`src/rtl/lshifup_sync_bank.sv`:
```
// rtl/lshifup_sync_bank.sv - LV->3V3 level-shift synchroniser bank with power-sequenced isolation clamp
module lshifup_sync_bank #(
   parameter int               WIDTH       = 8,
   parameter int               SYNC_STAGES = 2,
   parameter int               WAKE_CYCLES = 4,
   parameter logic [WIDTH-1:0] CLAMP_VAL   = '0
) (
   input  logic             CLK,
   input  logic             RN,
   input  logic [WIDTH-1:0] A,
   input  logic             EN,
   input  logic             PG_LO,
   input  logic             FORCE_ISO,
   output logic [WIDTH-1:0] Y,
   output logic             ISO_ACT,
   output logic             READY
);

   localparam int CW = (WAKE_CYCLES > 1) ? $clog2(WAKE_CYCLES) : 1;
   localparam logic [CW-1:0] WAKE_LAST = CW'(WAKE_CYCLES - 1);

   typedef enum logic [1:0] {
      ST_ISO  = 2'd0,
      ST_WAKE = 2'd1,
      ST_PASS = 2'd2
   } state_t;

   logic [SYNC_STAGES-1:0][WIDTH-1:0] a_sync;
   logic [SYNC_STAGES-1:0]            en_sync;
   logic [SYNC_STAGES-1:0]            pg_sync;
   logic [WIDTH-1:0]                  a_s;
   logic                              en_s;
   logic                              pg_s;
   logic                              abort;
   state_t                            state;
   logic [CW-1:0]                     wake_cnt;

   assign a_s  = a_sync[SYNC_STAGES-1];
   assign en_s = en_sync[SYNC_STAGES-1];
   assign pg_s = pg_sync[SYNC_STAGES-1];

   // Any loss of enable/power-good or a forced isolate drops back to ISO.
   assign abort = !en_s || !pg_s || FORCE_ISO;

   // Data chains run in every state so they are already flushed when PASS opens.
   always_ff @(posedge CLK or negedge RN) begin
      if (!RN) begin
         a_sync <= '0;
      end else begin
         a_sync[0] <= A;
         for (int i = 1; i < SYNC_STAGES; i++) begin
            a_sync[i] <= a_sync[i-1];
         end
      end
   end

   // Control chains for the asynchronous enable and power-good inputs.
   always_ff @(posedge CLK or negedge RN) begin
      if (!RN) begin
         en_sync <= '0;
         pg_sync <= '0;
      end else begin
         en_sync <= {en_sync[SYNC_STAGES-2:0], EN};
         pg_sync <= {pg_sync[SYNC_STAGES-2:0], PG_LO};
      end
   end

   // Power-sequencing FSM; abort always wins over the WAKE->PASS step.
   always_ff @(posedge CLK or negedge RN) begin
      if (!RN) begin
         state    <= ST_ISO;
         wake_cnt <= '0;
      end else begin
         case (state)
            ST_ISO: begin
               wake_cnt <= '0;
               if (en_s && pg_s && !FORCE_ISO) begin
                  state <= ST_WAKE;
               end
            end
            ST_WAKE: begin
               if (abort) begin
                  state    <= ST_ISO;
                  wake_cnt <= '0;
               end else if (wake_cnt == WAKE_LAST) begin
                  state <= ST_PASS;
               end else begin
                  wake_cnt <= wake_cnt + CW'(1);
               end
            end
            ST_PASS: begin
               wake_cnt <= '0;
               if (abort) begin
                  state <= ST_ISO;
               end
            end
            default: begin
               state    <= ST_ISO;
               wake_cnt <= '0;
            end
         endcase
      end
   end

   // Outputs decode from registered state only, so reset clamps Y without a clock.
   assign Y       = (state == ST_PASS) ? a_s : CLAMP_VAL;
   assign ISO_ACT = (state != ST_PASS);
   assign READY   = (state == ST_PASS);

endmodule
```
`config.mk`:
```
export PLATFORM = sky130hd
export DESIGN_NAME = lshifup_sync_bank
export DESIGN_NICKNAME = d
export VERILOG_FILES = /design/src/rtl/lshifup_sync_bank.sv
export SDC_FILE = /design/constraint.sdc
export NUM_CORES = 1
export LEC_CHECK = 0
export CAP_MARGIN = 0
export CORE_UTILIZATION = 43
export DETAILED_ROUTE_END_ITERATION = 8
export PLACE_DENSITY_LB_ADDON = 0.12
export SYNTH_ARGS = -nofsm -noshare
export SYNTH_HDL_FRONTEND = slang
export SYNTH_SLANG_ARGS = --single-unit
```
`constraint.sdc`:
```
create_clock -name CLK -period 1.3 [get_ports CLK]
set_input_delay 0.325 -clock CLK [delete_from_list [all_inputs] [get_ports CLK]]
set_output_delay 0.325 -clock CLK [all_outputs]
set_load 0.01 [all_outputs]
```
Word level (Yosys, flattened, before mapping)
Index checks and enable logic that the tools add are counted.

Register bits after elaboration: 24. Bits of input ports: 13. Output and inout bits: 10. Word-level logic and storage cells: 33.

Add/subtract/negate cells: 1. Eq/ne operators: 8. Mux-type cells: 9. Reduce and logical (&&, ||, !) cells: 9.

Operators by type and width (number): two-way mux 2 bit (7); two-way mux 8 bit (1); != test 3 bit, second input constant (2); one-hot mux 2 bit (3 select lines) (1); equality test 2 bit, second input constant (2); != test 2 bit, second input constant (2); logical NOT 1 bit (3); AND reduction 3 bit (1); adder 2 x 1 -> 2 bit, second input constant (1); equality test 2 x 1 -> 1 bit, second input constant (1); logical AND 1 bit (2); logical NOT 2 bit (1); logical OR 1 bit (2); != test 2 x 1 -> 1 bit, second input constant (1).

Logic depth before layout (Yosys ltp)
Gate-level depths: netlist of the first run.

Depth in word-level cells: 5. Mapped depth: 4. Mapped depth without buffers: 3.

Least setup slack after synthesis of the first run
No wires, ideal clock.

Kind: register -> output. Start: reg state[1]. End: out Y[0]. Arrival time: 0.818 ns. Data required time: 0.975 ns. Path slack: 0.157 ns. Stages on the path, launching flop included: 4. Buffers on the path: 1. Cell sequence: dfrtp_1 -> nor2b_2 -> buf_6 -> and2_1.

Word-level cells in the longest chain between the ends: 2.

Ends and longest elaborated chain: start, declared (line 35) `state_t state;`; start signal, assigned (line 71) `state <= ST_ISO;`; start signal, assigned (line 78) `state <= ST_WAKE;`; start signal, assigned (line 83) `state <= ST_ISO;`; equality test 2 bit; named net READY (line 16) `output logic READY`; two-way mux 8 bit (line 106) `assign Y = (state == ST_PASS) ? a_s : CLAMP_VAL;`; end, declared (line 14) `output logic [WIDTH-1:0] Y,`.

The timed path passes the listed nets, and every way through them passes these cells.

Worst setup path after layout of the first run
Start: reg state[1]. End: out Y[3].

Word-level cells in the longest chain between the ends: 2.

Ends and longest elaborated chain (line): equality test 2 bit (106); two-way mux 8 bit (106).

No other way between the ends.

==> results of run 1 <==
how the worst min path moves through the flow:
| stage | slack, ns | depth (start not counted) | endpoint |
|---|---|---|---|
| finish | 0.36 | 2 | wake_cnt[0] |
| global route | 0.34 | 2 | state[1] |
| CTS | 0.35 | 2 | state[1] |
| detailed placement | 0.33 | 0 | a_s[7] |
| global placement | 0.33 | 0 | a_s[1] |
| floorplan | 0.03 | 0 | a_s[0] |
worst register-to-register path, cell delays in order, from the launching register on:
cell	delay, ns
dfrtp_1	0.41
ha_1	0.27
xor2_1	0.18
nor3_1	0.13
metal layers:
metal	track usage, %	share of wire (%)	wire [um]	up-vias
li1	-	-	-	206
met3	3.75	5.1	53	0
met2	25.1	59	607	16
met5	0	0	0	-
met1	12.3	36	376	208
met4	5.45	0	0	0
cells in the mapped netlist, drive strengths merged:
cell	number
dfrtp	24
buf	1
nand2b	1
a211oi	1
mux2i	1
nand3b	2
xor2	1
inv	1
a21oi	1
nor3	2
ha	1
nor2b	1
and2	8
cell families after synthesis:
logic type                 share of synthesized area [%]
and+or+nand+nor                                     12.0
buffers and inverters                               1.99
AOI/OAI and AO/OA                                   2.16
muxes                                               1.33
DFF                                                 79.7
xor gates and xnor gates                            1.16
adders and majority gates                           1.66
state kept, by name, summed over array words and instances (netlist names):
name / count
a_s: 8
a_sync: 8
en_sync: 2
pg_sync: 2
state: 2
wake_cnt: 2
stage by stage:
stage                     power (uW)  cells  hold WS (ns)
after floorplan                  803     45        0.0294
after global routing            1280     93         0.335
after global placement           864     89         0.331
final                           1220     93         0.358
after detailed placement         868     89         0.335
after CTS                       1240     93         0.353
power breakdown:
| group | switching (uW) | leakage (uW) | internal (uW) | total [uW] |
|---|---|---|---|---|
| logic | 21.7 | 0.000212 | 41.8 | 63.5 |
| registers | 9.18 | 0.000288 | 779 | 788 |
| clock network | 199 | 0.0000210 | 171 | 370 |
area by class of cell:
cell class	instances	area [um^2]
clock buffer	4	36.3
fill	118	473
inverter	1	6.26
multi-input combinational	19	158
sequential	24	601
tap	16	20.0
timing repair buffer	29	283
what timing repair did:
action	CTS	global route
pin swaps	6	0
endpoints found under the setup margin	10	10
resized for setup	52	4
==> flow_summary.yaml, run 1 <==
drt:
  drt_pre_antenna_iters: 5
  totalWireLength_um: 1040
  detail-route-antenna-nets: 0
  drcViolationCount: 0
  routedWlPerCell_um: 11.2
  vias: 430
  drt_iter0_drc: 1
  vias_per_cell: 4.62
worst_setup_path:
  max_stage_delay_ns: 0.41
  path_cells: "nor2b_4 -> buf_4 -> and2_1 -> buf_2"
  crit_family: "flip-flops"
  worst-r2r-setup-slack_ns: 0.24
  cp_max_fo: 3
  cp.depth: 4
  setup.worst_path.end_class: "output port"
  rr_worst_depth: 3
  critPathBufInv: 2
  r2r-start: "wake_cnt[0]"
  cp.arrival_ns: 1.24
  startpoint: "state[1]"
  r2r_end: "wake_cnt[0]"
  slowest_stage: "dfrtp_1"
  startpoint_type: "flip-flop"
  worstPathRequired_ns: 0.98
  cp-endpoint: "Y[3]"
  critPathKind: "reg -> out"
place:
  dp_slack_ns: -0.356
  dpl_cell_area_mm2: 0.00105
  dpl.hpwl_um: 804
  place_congestion: 0.734
  io_buffer_count: 22
layout:
  mostFrequentLayoutCell: "dfrtp_1"
  finish.utilization_pct: 70.0
  nets: 92
  n_antenna_cell: 0
  final_area_mm2: 0.00110
  layout_common_cells: "24 x dfrtp_1, 12 x clkdlybuf4s50_1, 8 x buf_6"
  layout-drive-gt1-share_pct: 39.0
  syn2layout_area_growth_pct: 46.5
outcome:
  outcome: "finished, violations left"
  violations: "negative setup slack"
global_route:
  grt_pass1_wl_um: 1730
  grt_start_max_net_pins: 25
  overflow: 0
  antenna_found_initial: 0
  gr-usage-all-layers_pct: 12.9
  grt_pass1_vias: 443
synthesis:
  synthTopCellsByArea: "dfrtp_1 80%, and2_1 6.6%, nand3b_1 2.0%"
  synthesis.nets: 59
  syn_area_um2: 753
  synth.top_cell.area_share_pct: 79.7
  synthCells: 45
  yosysUniqueCellTypes: 13
  yosys.area.top_type: "dfrtp_1"
  yosysSeqAreaShare_pct: 79.7
  synth-seq-cells: 24
  synth_warnings: 0
  synth.avg_cell_area_um2: 16.7
floorplanning:
  die_y_um: 43.9
  fp.dieW_um: 43.9
  dieArea_mm2: 0.00192
  ios: 23
  core-area_mm2: 0.00158
  rows: 14
  initial_core_util_pct: 47.8
worst_hold_path:
  hold_path.class: "in -> async"
timing:
  fmax_mhz: 638
  relSlewSlack_pct: 84.3
  hold_viol: 0
  tightest_slew_ns: 0.233
  fin_crit_ns: 1.57
  setup_ws_ns: -0.268
  setup_viol: 10
  fin_crit_sh_pct: 121
  fin_skew_ns: 0.000538
  slew_viol_final: 0
  rsz0062_at_grt: "yes"
  setup_tns_ns: -2.36
cts:
  cts_root_buf: "clkbuf_4"
  cts_buffer_depth: 2
  clock_sinks: 24
  cts_setup_buffers: 0
  cts_made_buffers: 3
  hold_buffers: 0
  worstSkewPairLatency_ns: 0.30
  cts_htree_levels: 1
  cts_tree: "done"
  clkTransAtPathRegs_ns: 0.12
power_and_ir_drop:
  ir_worst_vdd_uv: 829
  power.leakage_uw: 0.000522
  p_per_area_mw_per_mm2: 1110
flow_run:
  maxCapViolations: 0
Note: power is estimated with default switching activity, not from simulation.
==> run 2: changes to the inputs <==
--- a/config.mk
+++ b/config.mk
@@ -5,6 +5,7 @@
 export SDC_FILE = /design/constraint.sdc
 export NUM_CORES = 1
 export LEC_CHECK = 0
+export ABC_CLOCK_PERIOD_IN_PS = 1300
 export CAP_MARGIN = 0
 export CORE_UTILIZATION = 43
 export DETAILED_ROUTE_END_ITERATION = 8
==> results of run 2 <==
Same layout as run 1: the final DEF is identical, and so are final timing and power.
==> run 3: changes to the inputs <==
--- a/config.mk
+++ b/config.mk
@@ -5,7 +5,7 @@
 export SDC_FILE = /design/constraint.sdc
 export NUM_CORES = 1
 export LEC_CHECK = 0
-export ABC_CLOCK_PERIOD_IN_PS = 1300
+export ABC_CLOCK_PERIOD_IN_PS = 1600
 export CAP_MARGIN = 0
 export CORE_UTILIZATION = 43
 export DETAILED_ROUTE_END_ITERATION = 8
==> constraint.sdc (replaced) <==
create_clock -name CLK -period 1.6 [get_ports CLK]
set_input_delay 0.4 -clock CLK [delete_from_list [all_inputs] [get_ports CLK]]
set_output_delay 0.4 -clock CLK [all_outputs]
set_load 0.01 [all_outputs]
==> flow_summary.yaml, run 3 (synthesis results as in run 1) <==
global_route:
  busiest_layer: "met2"
  use_met2_pct: 23.3
  antenna_found_initial: 0
  overflow: 0
  grt_pass1_vias: 430
  grt_pass1_wl_um: 1680
  use_met1_pct: 13.1
  grt_start_max_net_pins: 25
  gr-usage-all-layers_pct: 12.3
  met3_usage_pct: 2.50
cts:
  cts_htree_levels: 1
  cts_tree: "done"
  worstSkewPairLatency_ns: 0.29
  cts_buffer_depth: 2
  clkTransAtPathRegs_ns: 0.11
  hold_buffers: 0
  cts_root_buf: "clkbuf_4"
  cts_made_buffers: 3
  clock_sinks: 24
layout:
  layout-drive-gt1-share_pct: 40.0
  mostFrequentLayoutCell: "dfrtp_1"
  nets: 91
  fin_cells: 91
  final_area_mm2: 0.00109
  syn2layout_area_growth_pct: 44.5
  n_antenna_cell: 0
  layout_common_cells: "24 x dfrtp_1, 12 x clkdlybuf4s50_1, 11 x buf_6"
worst_hold_path:
  min-delay-start: "a_sync[6]"
  hold_path.class: "reg -> reg"
  min_path_cells: 0
  min_to: "a_s[6]"
timing:
  setup_viol: 6
  setup_ws_ns: -0.0372
  slew_viol_final: 0
  holdWs_ns: 0.360
  fin_crit_sh_pct: 102
  tightest_slew_ns: 0.284
  relSlewSlack_pct: 81.0
  rsz0062_at_grt: "yes"
  fin_skew_ns: 0.00215
  fin_crit_ns: 1.64
  fmax_mhz: 611
  hold_viol: 0
place:
  dp_slack_ns: -0.110
  dpl_cell_area_mm2: 0.00103
  io_buffer_count: 22
  dpl.hpwl_um: 763
  place_congestion: 0.785
  place_inst: 88
worst_setup_path:
  worst-r2r-setup-slack_ns: 0.55
  critPathBufInv: 2
  crit_top_cell: "buf_6"
  cp_max_fo: 7
  path_cells: "nor2b_4 -> buf_6 -> and2_4 -> buf_6"
  rr_worst_depth: 3
  r2r-start: "wake_cnt[0]"
  slowest_stage: "dfrtp_1"
  cp.arrival_ns: 1.24
  r2r_end: "wake_cnt[0]"
  crit_family: "flip-flops"
  startpoint_type: "flip-flop"
  max_stage_delay_ns: 0.43
  critPathKind: "reg -> out"
  setup.worst_path.end_class: "output port"
  worstPathRequired_ns: 1.20
drt:
  drcViolationCount: 0
  totalWireLength_um: 1070
  drt_pre_antenna_iters: 5
  vias: 432
  detail-route-antenna-nets: 0
  drt_iter0_drc: 6
  routedWlPerCell_um: 11.7
  vias_per_cell: 4.75
power_and_ir_drop:
  p_seq_share_pct: 69.0
  p_int_uw: 750
  p_switching_uw: 178
  power.share.clock_pct: 26.0
  p_per_area_mw_per_mm2: 852
  power.leakage_uw: 0.000509
  comb_power_share_pct: 5.0
  swShare_pct: 19.1
  ir_worst_vdd_uv: 673
floorplanning:
  die_y_um: 43.9
  initial_core_util_pct: 47.8
  dieArea_mm2: 0.00192
  fp.dieW_um: 43.9
  rows: 14
  ios: 23
  core-area_mm2: 0.00158
outcome:
  outcome: "finished, violations left"
  violations: "negative setup slack"
flow_run:
  maxCapViolations: 0
==> run 3: layout make-up <==
type,count,area (um^2)
Inverter,1,3.75
Multi-Input combinational cell,19,163
Clock buffer,3,22.5
Tap cell,16,20.0
Fill cell,124,488
Sequential cell,24,601
Timing Repair Buffer,28,279
==> run 3: power groups by stage <==
stage	clock network [uW]	registers (uW)	logic, uW
2_1_floorplan	0	649	3.33
3_3_place_gp	0	650	46.7
3_5_place_dp	0	651	48.0
4_1_cts	251	640	48.2
5_1_grt	272	642	52.0
6_report	241	640	46.3
==> run 3: worst max-delay path by stage <==
stage	to	depth (start not counted)	startpoint	slack (ns)
finish	Y[5]	4	state[0]	-0.04
global placement	Y[0]	4	state[0]	-0.09
global route	Y[5]	4	state[0]	-0.1
floorplan	Y[0]	3	state[1]	0.38
detailed placement	Y[2]	4	state[0]	-0.11
CTS	Y[1]	4	state[0]	-0.04
==> run 3: repair_timing <==
item                       4_1_cts  5_1_grt
setup endpoints to repair       10       10
pin swaps                        6        2
cloned                           0        0
buffers inserted                 0        0
resized for setup               52        8
==> run 3: per-layer routing <==
metal	wire, um	part of all wire [%]	vias up
met3	46	4.3	0
met4	0	0	0
met1	398	37	214
li1	-	-	204
met2	624	58	14
met5	0	0	-
==> run 3: metrics by stage <==
| step | power, uW | utilization [%] | TNS, ns |
|---|---|---|---|
| after global placement | 697 | 65.2 | -0.655 |
| final | 927 | 69.0 | -0.177 |
| after detailed placement | 699 | 65.2 | -0.777 |
| after CTS | 939 | 67.4 | -0.182 |
| after global routing | 966 | 69.0 | -0.612 |
| after floorplan | 653 | - | 0 |
